**config.mk**
```make
export PLATFORM = sky130hd
export DESIGN_NAME = nibble_serial_adder_ctrl
export DESIGN_NICKNAME = d
export VERILOG_FILES = /design/src/rtl/nibble_serial_adder_ctrl.sv
export SDC_FILE = /design/constraint.sdc
export NUM_CORES = 1
export LEC_CHECK = 0
export ABC_AREA = 1
export ABC_CLOCK_PERIOD_IN_PS = 8700
export BUFFER_PORTS_ARGS = -buffer_cell sky130_fd_sc_hd__buf_2
export CAP_MARGIN = 20
export CELL_PAD_IN_SITES_DETAIL_PLACEMENT = 1
export CELL_PAD_IN_SITES_GLOBAL_PLACEMENT = 1
export CORE_MARGIN = 1
export CORE_UTILIZATION = 43
export CTS_BUF_LIST = sky130_fd_sc_hd__clkbuf_8 sky130_fd_sc_hd__clkbuf_16
export CTS_CLUSTER_DIAMETER = 150
export DETAILED_ROUTE_END_ITERATION = 10
export GPL_TIMING_DRIVEN = 0
export HOLD_SLACK_MARGIN = 0.15
export PLACE_DENSITY = 0.86
export REMOVE_ABC_BUFFERS = 1
export SYNTH_ARGS = -nofsm -noshare
export SYNTH_HDL_FRONTEND = slang
export SYNTH_SLANG_ARGS = --single-unit
```
**constraint.sdc**
```tcl
create_clock -name clk -period 8.7 [get_ports clk]
set_input_delay 0.435 -clock clk [delete_from_list [all_inputs] [get_ports clk]]
set_output_delay 0.435 -clock clk [all_outputs]
set_load 0.1 [all_outputs]
```
**src/rtl/nibble_serial_adder_ctrl.sv**
```systemverilog
// ---------------------------------------------------------------------------
// nibble_serial_adder_ctrl
//
// Adds two W = 4*NIBBLES bit operands one nibble per clock, least-significant
// nibble first, using a single 4-bit RippleCarryAdder. The carry between
// nibbles is held in a register, so each addition takes NIBBLES clocks in
// RUN followed by a one-cycle DONE. The result stays put until the next
// accepted start begins overwriting it.
//
// Ports:
//   clk    in   1  rising-edge system clock
//   rst_n  in   1  asynchronous active-low reset
//   start  in   1  request an addition (accepted in IDLE or DONE)
//   a      in   W  operand A, sampled on the accepting edge
//   b      in   W  operand B, sampled on the accepting edge
//   cin    in   1  carry into nibble 0, sampled on the accepting edge
//   busy   out  1  high while an addition is in progress
//   done   out  1  one-cycle pulse when sum/cout are valid
//   sum    out  W  registered result
//   cout   out  1  registered final carry-out
// ---------------------------------------------------------------------------

// 4-bit ripple-carry adder used as the per-nibble arithmetic unit.
module RippleCarryAdder (
    input  logic [3:0] A,
    input  logic [3:0] B,
    input  logic       Cin,
    output logic [3:0] Sum,
    output logic       Cout
);

    logic [4:0] c;

    always_comb begin
        c    = '0;
        Sum  = '0;
        c[0] = Cin;
        for (int i = 0; i < 4; i++) begin
            Sum[i]   = A[i] ^ B[i] ^ c[i];
            c[i + 1] = (A[i] & B[i]) | (c[i] & (A[i] ^ B[i]));
        end
        Cout = c[4];
    end

endmodule

module nibble_serial_adder_ctrl #(
    parameter int NIBBLES = 4
) (
    input  logic                   clk,
    input  logic                   rst_n,
    input  logic                   start,
    input  logic [4*NIBBLES-1:0]   a,
    input  logic [4*NIBBLES-1:0]   b,
    input  logic                   cin,
    output logic                   busy,
    output logic                   done,
    output logic [4*NIBBLES-1:0]   sum,
    output logic                   cout
);

    localparam int W    = 4 * NIBBLES;
    localparam int IDXW = $clog2(NIBBLES);
    localparam logic [IDXW-1:0] LAST_IDX = IDXW'(NIBBLES - 1);

    typedef enum logic [1:0] {
        IDLE = 2'd0,
        RUN  = 2'd1,
        DONE = 2'd2
    } state_t;

    state_t          state_q;
    state_t          state_d;

    logic [W-1:0]    a_reg;
    logic [W-1:0]    b_reg;
    logic [W-1:0]    sum_reg;
    logic            cout_reg;
    logic            carry;
    logic [IDXW-1:0] idx;

    logic [3:0]      rca_a;
    logic [3:0]      rca_b;
    logic [3:0]      rca_sum;
    logic            rca_cout;
    logic            accept;
    logic            last_nibble;

    // A start is only honoured when no addition is running; the DONE cycle
    // counts as free so that back-to-back additions need no idle bubble.
    assign accept      = start && ((state_q == IDLE) || (state_q == DONE));
    assign last_nibble = (idx == LAST_IDX);

    // Nibble select as an explicit mux over the legal indices, so idx can
    // never address past the top nibble.
    always_comb begin
        rca_a = '0;
        rca_b = '0;
        for (int i = 0; i < NIBBLES; i++) begin
            if (idx == IDXW'(i)) begin
                rca_a = a_reg[4*i +: 4];
                rca_b = b_reg[4*i +: 4];
            end
        end
    end

    RippleCarryAdder u_rca (
        .A    (rca_a),
        .B    (rca_b),
        .Cin  (carry),
        .Sum  (rca_sum),
        .Cout (rca_cout)
    );

    always_ff @(posedge clk or negedge rst_n) begin
        if (!rst_n) begin
            state_q <= IDLE;
        end else begin
            state_q <= state_d;
        end
    end

    always_comb begin
        state_d = state_q;
        case (state_q)
            IDLE:    if (start) state_d = RUN;
            RUN:     if (last_nibble) state_d = DONE;
            DONE:    state_d = start ? RUN : IDLE;
            default: state_d = IDLE;
        endcase
    end

    // Datapath. sum is not cleared on accept: its nibbles are overwritten
    // one at a time as the new addition progresses.
    always_ff @(posedge clk or negedge rst_n) begin
        if (!rst_n) begin
            a_reg    <= '0;
            b_reg    <= '0;
            sum_reg  <= '0;
            cout_reg <= 1'b0;
            carry    <= 1'b0;
            idx      <= '0;
        end else if (accept) begin
            a_reg <= a;
            b_reg <= b;
            carry <= cin;
            idx   <= '0;
        end else if (state_q == RUN) begin
            for (int i = 0; i < NIBBLES; i++) begin
                if (idx == IDXW'(i)) begin
                    sum_reg[4*i +: 4] <= rca_sum;
                end
            end
            carry <= rca_cout;
            if (last_nibble) begin
                cout_reg <= rca_cout;
                idx      <= '0;
            end else begin
                idx <= idx + IDXW'(1);
            end
        end
    end

    assign busy = (state_q == RUN);
    assign done = (state_q == DONE);
    assign sum  = sum_reg;
    assign cout = cout_reg;

endmodule
```
# --- After elaboration in Yosys (flattened, before gate mapping) ---
# Index checks and enable logic that the tools add are counted.
word_totals:
  ff_bits: 54
  word_cells: 66
  in_bits: 36
classes:
  mux: 17
  n_reduce_logical: 10
  n_eq_ne: 7
  n_bitwise: 21
  addsub: 1
ops:
  columns: ["cell", "count"]
  rows:
  - ["two-way mux 4 bit", 8]
  - ["AND reduction 3 bit", 4]
  - ["two-way mux 2 bit", 5]
  - ["AND 1 bit", 8]
  - ["bitwise XOR 1 bit", 8]
  - ["== test 2 bit, second input constant", 3]
  - ["case mux 2 bit (3 select lines)", 1]
  - ["== test 2 x 1 -> 1 bit, second input constant", 2]
  - ["logical NOT 2 bit", 2]
  - ["bitwise OR 1 bit", 4]
  - ["two-way mux 1 bit", 3]
  - ["adder 2 x 1 -> 2 bit, second input constant", 1]
  - ["!= test 2 x 1 -> 1 bit, second input constant", 1]
  - ["!= test 2 bit, second input constant", 1]
  - ["AND reduction 2 bit", 1]
  - ["nonzero test 2 bit", 1]
  - ["logical AND 1 bit", 1]
  - ["logical OR 1 bit", 1]
  - ["inverter 1 bit", 1]

# --- Logic depth before layout (Yosys ltp) ---
depth:
  depth_word: 16
  depth_mapped: 17
  depth_no_buf: 16

# --- By module ---
# A second synthesis with hierarchy kept.
unflattened:
  hier_cells: 305
  area_unflattened_um2: 2541.2
by_module_without_submodules:
  columns: ["module", "cells_each", "area_each_um2", "seq_area_each_um2", "instances"]
  rows:
  - ["nibble_serial_adder_ctrl", 291, 2423.6, 1351.3, 1]
  - ["RippleCarryAdder", 14, 117.6, 0.0, 1]

# --- Worst setup path after synthesis ---
# Ideal clock, no wire load.
synth_timing:
  kind: "reg-to-reg"
  from: "reg idx[0]"
  to: "reg sum_reg[11] (netlist: sum[11])"
  synth_period_minus_slack_ns: 2.858
  t_arrival_ns: 2.782
  required_time_ns: 8.623
  setup_time_ns: 0.077
  stages_incl_launch_ff: 15
  path_slack_ns: 5.842
  cell_sequence: "dfrtp_1 > inv_1 > ha_1 > buf_4 > inv_2 > nor2_1 > nor2_1 > a21boi_1 > fa_1 > inv_1 > fa_1 > fa_1 > fa_1 > inv_1 > o21ai_1"
synth_via:
  elab_chain_len: 13
  elab_cells_between_ends: 27
synth_lines:
  columns: ["element", "line_no", "rtl"]
  rows:
  - ["start, declared", "80", "logic [IDXW-1:0] idx;"]
  - ["start signal, assigned", "159", "idx <= idx + IDXW'(1);"]
  - ["logical NOT 2 bit", "100", "if (idx == IDXW'(i)) begin"]
  - ["two-way mux 4 bit (4 in series)", "100", null]
  - ["bitwise XOR 1 bit", "40", "c[i + 1] = (A[i] & B[i]) | (c[i] & (A[i] ^ B[i]));"]
  - ["AND 1 bit", "40", null]
  - ["bitwise OR 1 bit", "40", null]
  - ["AND 1 bit", "40", null]
  - ["bitwise OR 1 bit", "40", null]
  - ["AND 1 bit", "40", null]
  - ["bitwise OR 1 bit", "40", null]
  - ["bitwise XOR 1 bit *", "39", "Sum[i] = A[i] ^ B[i] ^ c[i];"]
  - ["named net rca_sum[3]", "84", "logic [3:0] rca_sum;"]
  - ["end signal, assigned by index", "151", "sum_reg[4*i +: 4] <= rca_sum;"]
  - ["end, declared", "77", "logic [W-1:0] sum_reg;"]
# Mark *: on every way through the listed nets, which the timed path passes. The rest lies on a longest branch.
# A chain may end at the register's enable or synchronous reset.

# --- Final worst setup path ---
layout_timing:
  from: "reg idx[0]"
  to: "reg sum_reg[7] (netlist: sum[7])"
# The elaborated chain is that of the path after synthesis.

==> metrics.txt <==
status complete, no violations; sequential-to-total area share from yosys stat 0.525; worst reg2reg path endpoint sum[7]; worst hold path class in2async; Post-DRT Antenna Nets 0; CTS resizes 0; Root Driver clkbuf_8; Total GRT Usage 0.229; Worst slew margin 0.500; clk buf depth 2; die area 6300 µm²; Final setup viols 0; row cnt 27; period utilization 0.424; Tightest Pin Transition 747 ps; #FFs+latches synth 54; hold_buf cts 0; CP Cell Sequence inv_1 > ha_1 > inv_2 > nor2_1 > nor2_1 > a21boi_1 > fa_1 > inv_1 > fa_1 > fa_1 > fa_1 > inv_1 > o21ai_1; Post-Syn Area 2570 µm²; fill cell count 732; required time at the worst-slack endpoint 8900 ps; r2r startpoint idx[0]; Sequential Area 1350 µm²; Finished Layout Cells 422; CP Class reg2reg; delay-heaviest family, CP adder cells; CP startpoint kind register; first-pass GRT wire length 10.9 mm; CP most frequent cell fa_1; Die Span X 79.3 µm; grt total ovfl 0; DR iter-0 viols 128; CTS tree yes; reg2reg path depth 13; Post-CTS Setup Repair Bufs 0; Max H-tree Level 2; P&R area growth vs syn 14.5%; starting density of the core 0.456; vias in the first global route 2275; Die H 79.3 µm; post-layout minimum cycle time 3680 ps; arrival time at the worst endpoint 3880 ps; Hold Slack 132 ps; antenna violations before repair 0; placer congestion estimate 0.775; footprint of the multi-input gates 1040 µm²; FMAX 271 MHz; Pins Over Slew Limit 0; layout cells sized above 1 0.217; hpwl dp 4.69 mm; Ys Warns 0; I/O pin total 55; average wire per standard cell 14.9 µm; skew final 7.33 ps; setup total negative slack 0 ps; port bufs 54; antenna cells 0; Max Cap Violations 0; Unique masters post-synth 20; drc violations 0; Final Hold Viols 0; Mapped Cells 301; Crit. End Element register; vias 2149; RSZ-0062 raised after global routing no; Core ar. 5640 µm²; Worst path slowest cell ha_1; syn avg cell area 8.55 µm²; Detailed Route WL 6.30 mm; crit-path max cell delay 520 ps; Cells after DPL 414; router iterations before antenna repair 4; drt via density 5.09; Num Clock Sinks 54; Reg clk slew, reported paths 100 ps; crit path max fanout 10; nets 393; worst path bufs/invs 4; Worst-Skew Late Latency 310 ps; r2r setup slk 5020 ps; TritonCTS Buffers 5; largest net degree at the start of global routing 41
==> routing by layer <==
layer	wire length [µm]	track usage
met5	0	0
met4	81	0.0655
met3	246	0.0310
met2	3250	0.423
met1	2720	0.275
==> synthesized netlist by cell type <==
master,instances,area share
dfrtp_1,54,0.53
nand2_1,108,0.16
buf_6,3,0.013
a21oi_1,17,0.033
nand2_2,3,0.0073
inv_4,1,0.0024
inv_1,15,0.022
buf_4,4,0.012
or2_0,1,0.0024
ha_1,4,0.019
nand2_4,4,0.018
buf_2,7,0.014
inv_6,1,0.0034
nor2_1,17,0.025
inv_2,3,0.0044
fa_1,4,0.031
a21boi_1,1,0.0029
o21ai_2,2,0.0068
o21ai_1,17,0.033
nand3_1,35,0.068
==> kinds of logic (layout without fill, tap and decap cells) <==
family	after synthesis	count (layout)	share of synthesized area
and+or+nand+nor	168	168	0.278
AOI/OAI and AO/OA	37	37	0.0759
buffers and inverters	34	83	0.0705
adders and majority gates	8	8	0.0506
DFF	54	54	0.525
==> layout make-up <==
class / instances / area share
clock buffer: 6 / 0.0280
clock inverter: 2 / 0.00297
inverter: 20 / 0.0280
multi-input combinational: 213 / 0.353
sequential: 54 / 0.459
tap: 72 / 0.0306
timing repair buffer: 55 / 0.0986
==> cell usage in the layout, fill, tap and decap left out, types with 4 or more instances in the layout <==
| cell type | n |
|---|---|
| a21oi_1 | 17 |
| buf_2 | 54 |
| clkbuf_8 | 6 |
| dfrtp_1 | 54 |
| fa_1 | 4 |
| ha_1 | 4 |
| inv_1 | 16 |
| nand2_1 | 108 |
| nand2_4 | 4 |
| nand3_1 | 35 |
| nor2_1 | 17 |
| o21ai_1 | 17 |
==> per-stage QoR <==
stage,area [µm²],util,setup slack (ps)
finish,2950,0.522,5020
floorplan,2470,-,5710
global route,2950,0.522,4780
global placement,2830,0.502,5280
CTS,2950,0.522,5030
detailed placement,2850,0.506,5050
==> worst max path at each step <==
stage | cells past startpoint | to | start | slack (ps)
2_1_floorplan | 13 | sum[11] | idx[0] | 5710
3_3_place_gp | 13 | sum[11] | idx[0] | 5280
3_5_place_dp | 13 | sum[7] | idx[0] | 5050
4_1_cts | 13 | sum[7] | idx[0] | 5030
5_1_grt | 13 | sum[7] | idx[0] | 4780
6_report | 13 | sum[7] | idx[0] | 5020
Power is not shown: default switching activity piles up to over one toggle a cycle in this logic, so the estimate is an artifact.
